$ cat src/rtl/addsub_pkg.sv
// Shared definitions for the 4-bit adder/subtractor path: FSM encoding and default width.
package addsub_pkg;

  localparam int WIDTH_DEF = 4;

  typedef enum logic [1:0] {
    ST_IDLE = 2'd0,
    ST_CALC = 2'd1,
    ST_DONE = 2'd2
  } state_t;

endpackage

$ cat src/rtl/full_adder_cell.sv
// Single-bit gate-level full adder; carry is the majority of the three inputs.
module full_adder_cell (
  input  logic x,
  input  logic y,
  input  logic cin,
  output logic s,
  output logic cout
);

  assign s    = x ^ y ^ cin;
  assign cout = (x & y) | (x & cin) | (y & cin);

endmodule

$ cat src/rtl/addsub4_serial.sv
// Bit-serial adder/subtractor: one sum bit per clock through a shared full-adder cell,
// with valid/ready handshakes on the operand and result sides.
//
//   state | meaning
//   IDLE  | ready for an operand pair
//   CALC  | resolving one bit per cycle, LSB first
//   DONE  | result presented, waiting for out_ready
module addsub4_serial
  import addsub_pkg::*;
#(
  parameter int WIDTH = WIDTH_DEF
) (
  input  logic             clk,
  input  logic             rst,
  input  logic             in_valid,
  output logic             in_ready,
  input  logic [WIDTH-1:0] a,
  input  logic [WIDTH-1:0] b,
  input  logic             sub,
  output logic             out_valid,
  input  logic             out_ready,
  output logic [WIDTH-1:0] sum,
  output logic             cout,
  output logic             ovf
);

  localparam int CW = $clog2(WIDTH);
  localparam logic [CW-1:0] LAST = CW'(WIDTH - 1);

  state_t           state_q, state_d;
  logic [WIDTH-1:0] a_sr_q, a_sr_d;
  logic [WIDTH-1:0] b_sr_q, b_sr_d;
  logic [WIDTH-1:0] res_q, res_d;
  logic             carry_q, carry_d;
  logic [CW-1:0]    cnt_q, cnt_d;
  logic [WIDTH-1:0] sum_q, sum_d;
  logic             cout_q, cout_d;
  logic             ovf_q, ovf_d;

  logic fa_s, fa_cout;

  full_adder_cell u_fa (
    .x    (a_sr_q[0]),
    .y    (b_sr_q[0]),
    .cin  (carry_q),
    .s    (fa_s),
    .cout (fa_cout)
  );

  always_ff @(posedge clk or posedge rst) begin
    if (rst) begin
      state_q <= ST_IDLE;
      a_sr_q  <= '0;
      b_sr_q  <= '0;
      res_q   <= '0;
      carry_q <= 1'b0;
      cnt_q   <= '0;
      sum_q   <= '0;
      cout_q  <= 1'b0;
      ovf_q   <= 1'b0;
    end else begin
      state_q <= state_d;
      a_sr_q  <= a_sr_d;
      b_sr_q  <= b_sr_d;
      res_q   <= res_d;
      carry_q <= carry_d;
      cnt_q   <= cnt_d;
      sum_q   <= sum_d;
      cout_q  <= cout_d;
      ovf_q   <= ovf_d;
    end
  end

  always_comb begin
    state_d = state_q;
    a_sr_d  = a_sr_q;
    b_sr_d  = b_sr_q;
    res_d   = res_q;
    carry_d = carry_q;
    cnt_d   = cnt_q;
    sum_d   = sum_q;
    cout_d  = cout_q;
    ovf_d   = ovf_q;

    case (state_q)
      ST_IDLE: begin
        if (in_valid && in_ready) begin
          a_sr_d  = a;
          b_sr_d  = b ^ {WIDTH{sub}};
          carry_d = sub;
          cnt_d   = '0;
          state_d = ST_CALC;
        end
      end
      ST_CALC: begin
        a_sr_d  = a_sr_q >> 1;
        b_sr_d  = b_sr_q >> 1;
        res_d   = {fa_s, res_q[WIDTH-1:1]};
        carry_d = fa_cout;
        if (cnt_q == LAST) begin
          // carry_q here is the carry into the MSB, needed for signed overflow
          sum_d   = {fa_s, res_q[WIDTH-1:1]};
          cout_d  = fa_cout;
          ovf_d   = carry_q ^ fa_cout;
          state_d = ST_DONE;
        end else begin
          cnt_d = cnt_q + CW'(1);
        end
      end
      ST_DONE: begin
        if (out_ready) state_d = ST_IDLE;
      end
      default: state_d = ST_IDLE;
    endcase
  end

  assign in_ready  = (state_q == ST_IDLE) && !rst;
  assign out_valid = (state_q == ST_DONE);
  assign sum       = sum_q;
  assign cout      = cout_q;
  assign ovf       = ovf_q;

endmodule

$ cat config.mk
export PLATFORM = sky130hd
export DESIGN_NAME = addsub4_serial
export DESIGN_NICKNAME = d
export VERILOG_FILES = /design/src/rtl/addsub_pkg.sv /design/src/rtl/full_adder_cell.sv /design/src/rtl/addsub4_serial.sv
export SDC_FILE = /design/constraint.sdc
export NUM_CORES = 1
export LEC_CHECK = 0
export CAP_MARGIN = 15
export CORE_ASPECT_RATIO = 1.75
export CORE_MARGIN = 3
export CORE_UTILIZATION = 40
export CTS_CLUSTER_SIZE = 8
export DETAILED_ROUTE_END_ITERATION = 10
export PLACE_DENSITY = 0.76
export SETUP_SLACK_MARGIN = 0.05
export SLEW_MARGIN = 5
export SYNTH_ARGS = -nofsm -noshare
export SYNTH_HDL_FRONTEND = slang
export SYNTH_SLANG_ARGS = --single-unit
export TNS_END_PERCENT = 50
$ cat constraint.sdc
create_clock -name clk -period 3.1 [get_ports clk]
set_input_delay 0.31 -clock clk [delete_from_list [all_inputs] [get_ports clk]]
set_output_delay 0.31 -clock clk [all_outputs]
set_load 0.02 [all_outputs]
Yosys cells after proc, flatten, opt, wreduce, memory -nomap -nowiden
Cells that the tools add are included.
{"block": "word_totals", "ff_bits": 23, "input_bits": 13, "out_inout_bits": 8, "wordCells": 48}
{"block": "classes", "addsub": 1, "eq_ne": 7, "muxes": 13, "bitwise_logic": 9, "reduce_logical": 9}
{"op": "$pmux W4 S2", "n": 2}
{"op": "$mux W2", "n": 5}
{"op": "$mux W4", "n": 2}
{"op": "$ne A2 B2 Y1 const B", "n": 3}
{"op": "$pmux W2 S3", "n": 1}
{"op": "$reduce_and A3 Y1", "n": 2}
{"op": "$eq A2 B2 Y1 const B", "n": 2}
{"op": "$pmux W2 S2", "n": 1}
{"op": "$reduce_and A2 Y1", "n": 2}
{"op": "$xor A4 B4 Y4", "n": 1}
{"op": "$and A1 B1 Y1", "n": 3}
{"op": "$xor A1 B1 Y1", "n": 3}
{"op": "$add A2 B1 Y2 const B", "n": 1}
{"op": "$eq A2 B1 Y1 const B", "n": 1}
{"op": "$logic_and A1 B1 Y1", "n": 2}
{"op": "$logic_not A2 Y1", "n": 1}
{"op": "$ne A2 B1 Y1 const B", "n": 1}
{"op": "$or A1 B1 Y1", "n": 2}
{"op": "$pmux W1 S2", "n": 1}
{"op": "$reduce_bool A2 Y1", "n": 1}
{"op": "$logic_not A1 Y1", "n": 1}
{"op": "$mux W1", "n": 1}

Longest topological paths before layout
Gate-level depths: netlist (run 1).
{"block": "depth", "ltp_word": 5, "mapped_depth": 4, "ltp_nobuf": 4}

Cells and area by module
Synthesis (run 1) repeated with hierarchy kept, for this count alone.
{"block": "unflattened", "hier_cells": 94, "hier_area_um2": 1067.3}
{"mod": "addsub4_serial", "instances": 1, "cells_per_inst": 93, "area_per_inst_um2": 1047.3, "seq_area_each_um2": 550.5}
{"mod": "full_adder_cell", "instances": 1, "cells_per_inst": 1, "area_per_inst_um2": 20.0, "seq_area_each_um2": 0.0}

Worst setup path before layout (run 1)
Ideal clock, no wire load.
{"block": "synth_timing", "path_kind": "register to register", "from": "reg state_q[0]", "to": "reg b_sr_q[0]", "setup_ps": 127, "arrival_time_ps": 1287, "t_required_ps": 2973, "slack_ps": 1686, "stages_incl_launch_ff": 5, "n_path_buf": 1, "synth_period_minus_slack_ps": 1414, "cell_sequence": "dfrtp_1 or4b_4 buf_6 nand3_2 o211ai_2"}
{"block": "synth_between", "elab_chain_len": 5, "elab_cells_between_ends": 8, "cone_classes": "eq/ne (2); mux (1); reduce/logical (5)"}
{"element": "start, declared", "line_no": "addsub4_serial.sv:30", "rtl": "state_t state_q, state_d;"}
{"element": "start signal, assigned", "line_no": "addsub4_serial.sv:62", "rtl": "state_q <= state_d;"}
{"element": "$logic_not A2 Y1", "line_no": "addsub4_serial.sv:85, addsub4_serial.sv:117"}
{"element": "$logic_and A1 B1 Y1", "line_no": "addsub4_serial.sv:117", "rtl": "assign in_ready = (state_q == ST_IDLE) && !rst;"}
{"element": "$logic_and A1 B1 Y1", "line_no": "addsub4_serial.sv:87", "rtl": "if (in_valid && in_ready) begin"}
{"element": "$ne A2 B2 Y1 (no line)"}
{"element": "$reduce_and A2 Y1 (no line)"}
{"element": "end signal, assigned", "line_no": "addsub4_serial.sv:64", "rtl": "b_sr_q <= b_sr_d;"}
{"element": "end, declared", "line_no": "addsub4_serial.sv:32", "rtl": "logic [WIDTH-1:0] b_sr_q, b_sr_d;"}
Several ways; a longest one is shown, not always the timed one.
A chain may end at the register's enable or synchronous reset.

Final worst setup path (run 1)
{"block": "layout_timing", "from": "in rst", "to": "out in_ready"}
{"block": "layout_between", "elab_chain_len": 2}
{"element": "start, declared", "line_no": "addsub4_serial.sv:14", "rtl": "input logic rst,"}
{"element": "$logic_not A1 Y1", "line_no": "addsub4_serial.sv:117"}
{"element": "$logic_and A1 B1 Y1", "line_no": "addsub4_serial.sv:117"}
{"element": "end, declared", "line_no": "addsub4_serial.sv:16", "rtl": "output logic in_ready,"}
Every way passes these cells.

==> impl_metrics.tcl, run 1 <==
set metrics [dict create \
    path_max_fanout 4 \
    drc 0 \
    clk_latency_ns 0.27 \
    hold_viol_final 0 \
    port_buffers 20 \
    area_delta_synth_final_pct 25.4 \
    fillers 222 \
    placed_cell_area_um2 1250 \
    die_w_um 44.5 \
    yosys.area.top_type "dfrtp_1" \
    yosysTopAreaCellShare 0.530 \
    avgViaCountPerCell 5.12 \
    worst-endpoint-required_ns 2.79 \
    num_rows 23 \
    post-synth-top-count-cell "nand2_1" \
    clockBufferDepth 2 \
    arrival_ns 1.60 \
    wl_um 1850 \
    cts_made_buffers 3 \
    skew_ns 0.00166 \
    yosys_warnings 0 \
    endpoint_kind "output port" \
    nets 132 \
    synthTopCellsByCount "nand2_1, dfrtp_1, nand3_1" \
    root_buffer "clkbuf_8" \
    peakVddDrop_v 0.000562 \
    antenna_found_initial 0 \
    core-area_um2 2390 \
    hold_buffers 0 \
    grt_pass1_wl_um 3230 \
    synthTopCellsByArea "dfrtp_1, nand2_1, mux2_2, xnor2_1, nand3_1" \
    overflow 0 \
    synth_nets 111 \
    netlist_area_um2 1040 \
    use_met1 0.166 \
    cts_setup_buffers 0 \
    synth_edf_count 0 \
    ff_latch_area_um2 551 \
    post-route-min-period_ns 1.91 \
    report.final.slew_viol_count 0 \
    setup_viol 0 \
    place_congestion 0.736 \
    p_leak_uw 0.000590 \
    power.density_nw_per_um2 941 \
    synth_top_flop_cell "dfrtp_1" \
    multi_input_area_um2 450 \
    grt_usage 0.136 \
    worst_slew_pin_slew_ns 0.822 \
    clock-sinks 22 \
    hold_class "flip-flop to flip-flop" \
    clk_pin_slew_ns 0.08 \
    async_reset_ff_frac 1.00 \
    ant_nets 0 \
    grt_use_met2 0.214 \
    n_antenna_cell 0 \
    fin_area_um2 1300 \
    first_pass_iters 4 \
    layout-drive-gt1-share 0.147 \
    chipHeight_um 73.4 \
    drtIter0Drc 27 \
    slew_headroom 0.451 \
    io-pin-count 21 \
    grt_start_max_net_pins 23 \
    netlist_instances 96 \
    synth.yosys.seq_area_share 0.530 \
    dieArea_um2 3270 \
    timing.final.crit_share 0.617 \
    rsz0062_at_grt "false" \
    first_global_vias 698 \
    wl_per_cell_um 13.1 \
    status "complete, no violations" \
    num_vias 722 \
    cts_tree "done" \
    cp-start-kind "input port" \
    avgSynthCellArea_um2 10.8 \
    critPathKind "input port to output port" \
    dp_hpwl_um 1380 \
    cts-resized-gates 0 \
    grtUsageMet3 0.0221 \
    setup_tns_ns 0 \
    grt-busiest-layer "met2" \
    initial_core_util 0.435 \
    max_freq_ghz 0.523 \
    ys_ff_latch 22 \
    max_cap_violations 0 \
    synth_cell_type_count 25 \
    cts.htree.levels 1 \
]
-- final cells by class --
type,instances,share of cell area
clock buffers,4,0.0423
flip-flops and latches,22,0.423
well taps,25,0.0240
multi-input cells,66,0.346
repair buffers,20,0.154
inverters,4,0.0115
-- power by group --
group | internal, µW | switching, µW
Clock | 113 | 94.4
Sequential | 412 | 90.1
Combinational | 244 | 270
-- flip-flops by register name, indices dropped and copies added (netlist names) --
name / flops
sum: 4
cnt_q: 2
b_sr_q: 4
state_q: 2
carry_q: 1
cout: 1
a_sr_q: 4
ovf: 1
res_q: 3
-- metal layers --
layer  wire length, µm  up-vias  share of wire
met5                 0        -              0
met2               983       15           0.53
met4                55        0          0.030
met3                55        5          0.030
met1               752      340           0.41
li1                  -      362              -
-- critical path, cell delays in order --
cell	delay, ns
clkdlybuf4s50_1	0.50
nor3_1	0.16
clkdlybuf4s50_1	0.63
-- path summary, 6_finish.rpt --
| kind | start | endpoint | slack, ns | depth (start not counted) |
|---|---|---|---|---|
| max | rst | in_ready | 1.19 | 3 |
| min | ovf$_DFFE_PP0P_ | ovf$_DFFE_PP0P_ | 0.49 | 2 |
| max reg2reg | state_q[0]$_DFFE_PP0P_ | cnt_q[0]$_DFFE_PP0P_ | 1.52 | 3 |
| min reg2reg | ovf$_DFFE_PP0P_ | ovf$_DFFE_PP0P_ | 0.49 | 2 |
| max in group asynchronous | rst | b_sr_q[1]$_DFFE_PP0P_ | 1.94 | 2 |
| min in group asynchronous | rst | cnt_q[1]$_DFFE_PP0P_ | 0.65 | 2 |
-- layout by cell type (no fill, tap or decap) --
| cell type | netlist | routed |
|---|---|---|
| or3_1 | 1 | 1 |
| dfrtp_1 | 22 | 22 |
| xnor2_1 | 5 | 5 |
| a211oi_1 | 1 | 1 |
| nor2_1 | 2 | 2 |
| nor4b_4 | 1 | 1 |
| nand2_1 | 23 | 23 |
| ha_1 | 1 | 1 |
| inv_1 | 4 | 4 |
| or4b_4 | 1 | 1 |
| nor3_1 | 1 | 1 |
| nor2b_1 | 1 | 1 |
| nand2b_1 | 2 | 2 |
| a21oi_1 | 1 | 1 |
| o211ai_2 | 3 | 3 |
| nand3_1 | 8 | 8 |
| nand3b_1 | 1 | 1 |
| o2bb2ai_1 | 1 | 1 |
| mux2_2 | 5 | 5 |
| clkbuf_8 | 0 | 4 |
| nand3_2 | 3 | 3 |
| clkdlybuf4s50_1 | 0 | 20 |
| fa_1 | 1 | 1 |
| o21ai_0 | 4 | 4 |
-- per-stage QoR --
stage / power (µW) / hold WS (ns) / instances / setup WS [ns] / util
4_1_cts: 1240 / 0.488 / 141 / 1.18 / 0.545
3_5_place_dp: 1040 / 0.470 / 137 / 1.18 / 0.522
2_1_floorplan: 862 / 0.299 / 96 / 1.69 / -
5_1_grt: 1330 / 0.501 / 141 / 1.13 / 0.545
3_3_place_gp: 1010 / 0.451 / 137 / 1.21 / 0.522
6_report: 1230 / 0.489 / 141 / 1.19 / 0.545
-- cell families (layout without fill, tap and decap cells) --
logic type	count (synthesis)	count (layout)	share of synthesized area
AOI/OAI and AO/OA	10	10	0.0759
xor gates and xnor gates	5	5	0.0422
and+or+nand+nor	44	44	0.230
buffers and inverters	8	28	0.0361
adders and majority gates	2	2	0.0313
muxes	5	5	0.0542
DFF	22	22	0.530
Note: power is estimated with default switching activity, not from simulation.
==> run 2: changes to the inputs <==
clock period = 1.9 ns   (was 3.1 ns; I/O delays follow)
==> run 2 against run 1 <==
Net effect: power up 61%; critical path depth unchanged; combinational power up 71%; global-route usage down 0.50 points; hold slack worse by 0.13 ns; final cell count up 1.4%; wire length down 1.8%; critical path type is now flip-flop to output port; largest cell class unchanged.
==> impl_metrics.tcl, run 2 (synthesis results as in run 1) <==
set metrics [dict create \
    clk_latency_ns 0.25 \
    grt_start_max_net_pins 13 \
    grt_pass1_wl_um 3240 \
    wl_um 1810 \
    port_buffers 20 \
    grt_usage 0.131 \
    rrSetupSlack_ns 0.34 \
    cts.htree.levels 1 \
    initial_core_util 0.435 \
    first_global_vias 733 \
    slew_headroom 0.712 \
    post-route-min-period_ns 1.75 \
    p_leak_uw 0.000597 \
    peakVddDrop_v 0.000679 \
    area_delta_synth_final_pct 26.3 \
    drtIter0Drc 16 \
    first_pass_iters 5 \
    critPathKind "flip-flop to output port" \
    wl_per_cell_um 12.7 \
    clk_pin_slew_ns 0.07 \
    chipHeight_um 73.4 \
    cts-resized-gates 0 \
    clockBufferDepth 2 \
    power.density_nw_per_um2 1500 \
    nets 135 \
    antenna_found_initial 0 \
    layout-drive-gt1-share 0.161 \
    place_congestion 0.717 \
    dieArea_um2 3270 \
    clock-sinks 22 \
    cts_made_buffers 3 \
    endpoint_kind "output port" \
    hold_buffers 0 \
    skew_ns 0.00141 \
    io-pin-count 21 \
    setup_tns_ns 0 \
    max_freq_ghz 0.573 \
    cts_tree "done" \
    max_cap_violations 0 \
    cp-start-kind "flip-flop" \
    die_w_um 44.5 \
    core-area_um2 2390 \
    hold_class "input port to async pin" \
    overflow 0 \
    rsz0062_at_grt "false" \
    timing.final.crit_share 0.919 \
    num_vias 748 \
    avgViaCountPerCell 5.23 \
    setup_viol 0 \
    report.final.slew_viol_count 0 \
    status "complete, no violations" \
    hold_viol_final 0 \
    drc 0 \
    worst_slew_pin_slew_ns 0.430 \
    num_rows 23 \
    dp.cells 140 \
    root_buffer "clkbuf_8" \
    n_antenna_cell 0 \
    mostFrequentLayoutCell "nand2_1" \
    worst-endpoint-required_ns 1.71 \
    stdcell_count 143 \
    dp_hpwl_um 1440 \
    ant_nets 0 \
    cts_setup_buffers 0 \
    path_max_fanout 7 \
    final_cell_mix "nand2_1, dfrtp_1, clkdlybuf4s50_1" \
    arrival_ns 1.56 \
]
[run 2: cell types whose count changed in the layout (fill, tap and decap cells not counted)]
cell / before / now
clkbuf_8: 4 / 3
buf_4: 0 / 3
[run 2: critical path, cell delays in order (launching register included)]
cell	delay, ns
dfrtp_1	0.45
nand2b_1	0.19
inv_1	0.07
clkdlybuf4s50_1	0.60
[run 2: per-stage QoR]
| stage | total power [µW] | area (µm²) | utilization | hold WS (ns) | setup slack [ns] |
|---|---|---|---|---|---|
| 6_report | 1970 | 1310 | 0.549 | 0.355 | 0.154 |
| 3_5_place_dp | 1730 | 1270 | 0.532 | 0.468 | 0.128 |
| 4_1_cts | 2010 | 1310 | 0.549 | 0.370 | 0.136 |
| 3_3_place_gp | 1690 | 1270 | 0.532 | 0.456 | 0.203 |
| 5_1_grt | 2140 | 1310 | 0.549 | 0.420 | 0.0660 |
| 2_1_floorplan | 1410 | 1040 | - | 0.179 | 0.486 |
[run 2: report_power, final]
part | internal (µW) | switching [µW] | total (µW)
Sequential | 673 | 143 | 816
Combinational | 433 | 450 | 883
Clock | 141 | 131 | 272
[run 2: area by class of cell]
| cell class | count | area, µm² |
|---|---|---|
| fillers | 220 | 1080 |
| flip-flops and latches | 22 | 551 |
| multi-input cells | 66 | 450 |
| repair buffers | 23 | 223 |
| clock buffers | 3 | 41.3 |
| well taps | 25 | 31.3 |
| inverters | 4 | 15.0 |
[run 2: metal layers]
| metal | wire length [µm] | up-vias | share of wire | global-route usage |
|---|---|---|---|---|
| li1 | - | 365 | - | - |
| met4 | 19 | 0 | 0.010 | 0.0604 |
| met2 | 1030 | 12 | 0.57 | 0.222 |
| met3 | 54 | 2 | 0.030 | 0.0221 |
| met1 | 709 | 369 | 0.39 | 0.156 |
| met5 | 0 | - | 0 | 0 |
[run 2: final timing paths]
check / cells past startpoint / endpoint / from
max: 3 / out_valid / state_q[0]$_DFFE_PP0P_
min: 2 / res_q[3]$_DFFE_PP0P_ / rst
max reg2reg: 3 / cnt_q[0]$_DFFE_PP0P_ / state_q[0]$_DFFE_PP0P_
min reg2reg: 2 / a_sr_q[2]$_DFFE_PP0P_ / a_sr_q[3]$_DFFE_PP0P_
max in group asynchronous: 3 / state_q[0]$_DFFE_PP0P_ / rst
min in group clk: 3 / a_sr_q[3]$_DFFE_PP0P_ / a[3]
==> run 3: changes to the inputs <==
CTS_BUF_LIST = sky130_fd_sc_hd__clkbuf_16   (was default)
==> run 3 against run 2 <==
Net effect: worst setup slack improved by 0.011 ns; non-clock buffer count did not move; register-to-register slack barely moved; via count rose by 1.2%; power rose by 8.0%; first-iteration DRC count fell by 13%; final cell count did not move; clock skew rose by 0.00068 ns; hold slack improved by 0.0079 ns; sequential power barely moved; critical path type unchanged; critical endpoint unchanged; largest power group unchanged.
==> impl_metrics.tcl, run 3 (synthesis results as in run 1) <==
set metrics [dict create \
    preCtsSetupSlack_ns 0.128 \
    ff_latch_area_um2 551 \
    p_leak_uw 0.000612 \
    cp-start-kind "flip-flop" \
    dp.cells 140 \
    switching_share 0.349 \
    clockBufferDepth 2 \
    worst-endpoint-required_ns 1.71 \
    grt_start_max_net_pins 13 \
    rrSetupSlack_ns 0.35 \
    post-route-min-period_ns 1.73 \
    p_comb_frac 0.417 \
    overflow 0 \
    arrival_ns 1.54 \
    design_power_total_uw 2130 \
    cts_setup_buffers 0 \
    fillers 217 \
    num_rows 23 \
    first_global_vias 748 \
    grt_pass1_wl_um 3300 \
    cts-resized-gates 0 \
    cp-startpoint "state_q[0]$_DFFE_PP0P_" \
    cp-endpoint "out_valid" \
    path_max_fanout 7 \
    port_buffers 20 \
    critPathKind "flip-flop to output port" \
    max_freq_ghz 0.576 \
    report.final.slew_viol_count 0 \
    dp_hpwl_um 1440 \
    chipHeight_um 73.4 \
    fin_ws_ns 0.165 \
    intPower_uw 1390 \
    avgViaCountPerCell 5.29 \
    wl_per_cell_um 12.9 \
    clk_latency_ns 0.25 \
    nets 135 \
    drc 0 \
    endpoint_kind "output port" \
    post-route-util 0.563 \
    slew_headroom 0.711 \
    num_vias 757 \
    drtIter0Drc 14 \
    hold_buffers 0 \
    status "complete, no violations" \
    stdcell_count 143 \
    io-pin-count 21 \
    first_pass_iters 4 \
    r2r-start "state_q[0]$_DFFE_PP0P_" \
    ant_nets 0 \
    switchingPower_uw 743 \
    area_delta_synth_final_pct 29.5 \
    max_cap_violations 0 \
    rr_endpoint "cnt_q[0]$_DFFE_PP0P_" \
    cts_tree "done" \
    hold_class "input port to async pin" \
    rsz0062_at_grt "false" \
    clockPowerShare 0.198 \
    cts_made_buffers 3 \
    worst_slew_pin_slew_ns 0.432 \
    sequentialPowerShare 0.385 \
    hold_viol_final 0 \
    grt_usage 0.134 \
    ff2ff_path_depth 3 \
    root_buffer "clkbuf_16" \
    die_w_um 44.5 \
    antenna_found_initial 0 \
    clk_pin_slew_ns 0.05 \
    final_cell_mix "nand2_1, dfrtp_1, clkdlybuf4s50_1" \
    multi_input_area_um2 450 \
    place_congestion 0.717 \
    cts.htree.levels 1 \
    peakVddDrop_v 0.000764 \
    n_antenna_cell 0 \
    dieArea_um2 3270 \
    setup_viol 0 \
    skew_ns 0.00208 \
    initial_core_util 0.435 \
    timing.final.crit_share 0.913 \
    setup_tns_ns 0 \
    core-area_um2 2390 \
    wl_um 1850 \
    power.density_nw_per_um2 1580 \
    layout-drive-gt1-share 0.161 \
    clock-sinks 22 \
    mostFrequentLayoutCell "nand2_1" \
]
## run 3: cell counts in the layout (fill, tap and decap cells not counted)
No cell type changed its count.
## run 3: layer usage
layer | vias to the layer above | track usage | routed length (µm)
li1 | 366 | - | -
met4 | 0 | 0.0604 | 33
met3 | 5 | 0.0221 | 54
met5 | - | 0 | 0
met2 | 13 | 0.230 | 1050
met1 | 373 | 0.156 | 708
## run 3: worst min path at each step
stage | from | endpoint | slack (ns) | cells after the start
CTS | rst | res_q[3]$_DFFE_PP0P_ | 0.38 | 2
detailed placement | a_sr_q[3]$_DFFE_PP0P_ | a_sr_q[2]$_DFFE_PP0P_ | 0.47 | 2
global placement | a_sr_q[3]$_DFFE_PP0P_ | a_sr_q[2]$_DFFE_PP0P_ | 0.46 | 2
global route | rst | state_q[1]$_DFFE_PP0P_ | 0.44 | 2
floorplan | rst | a_sr_q[0]$_DFFE_PP0P_ | 0.18 | 1
finish | rst | res_q[3]$_DFFE_PP0P_ | 0.36 | 2
## run 3: power by group through the flow
stage	logic (µW)	clock network [µW]	registers [µW]
final	888	422	819
after CTS	907	435	821
after global placement	866	0	820
after detailed placement	900	0	827
after global routing	984	453	859
after floorplan	530	0	877
## run 3: critical path, cell delays in order (launching register included)
cell	delay (ns)
dfrtp_1	0.45
nand2b_1	0.19
inv_1	0.07
clkdlybuf4s50_1	0.60
## run 3: layout make-up
cell class,count,area share
Clock buffer,3,0.0558
Inverter,4,0.0112
Multi-Input combinational cell,66,0.335
Sequential cell,22,0.409
Tap cell,25,0.0233
Timing Repair Buffer,23,0.166
## run 3: through the flow
stage	cell area, µm²	hold WS [ns]
2_1_floorplan	1040	0.179
3_5_place_dp	1270	0.468
4_1_cts	1350	0.380
5_1_grt	1350	0.437
6_report	1350	0.362
3_3_place_gp	1270	0.456
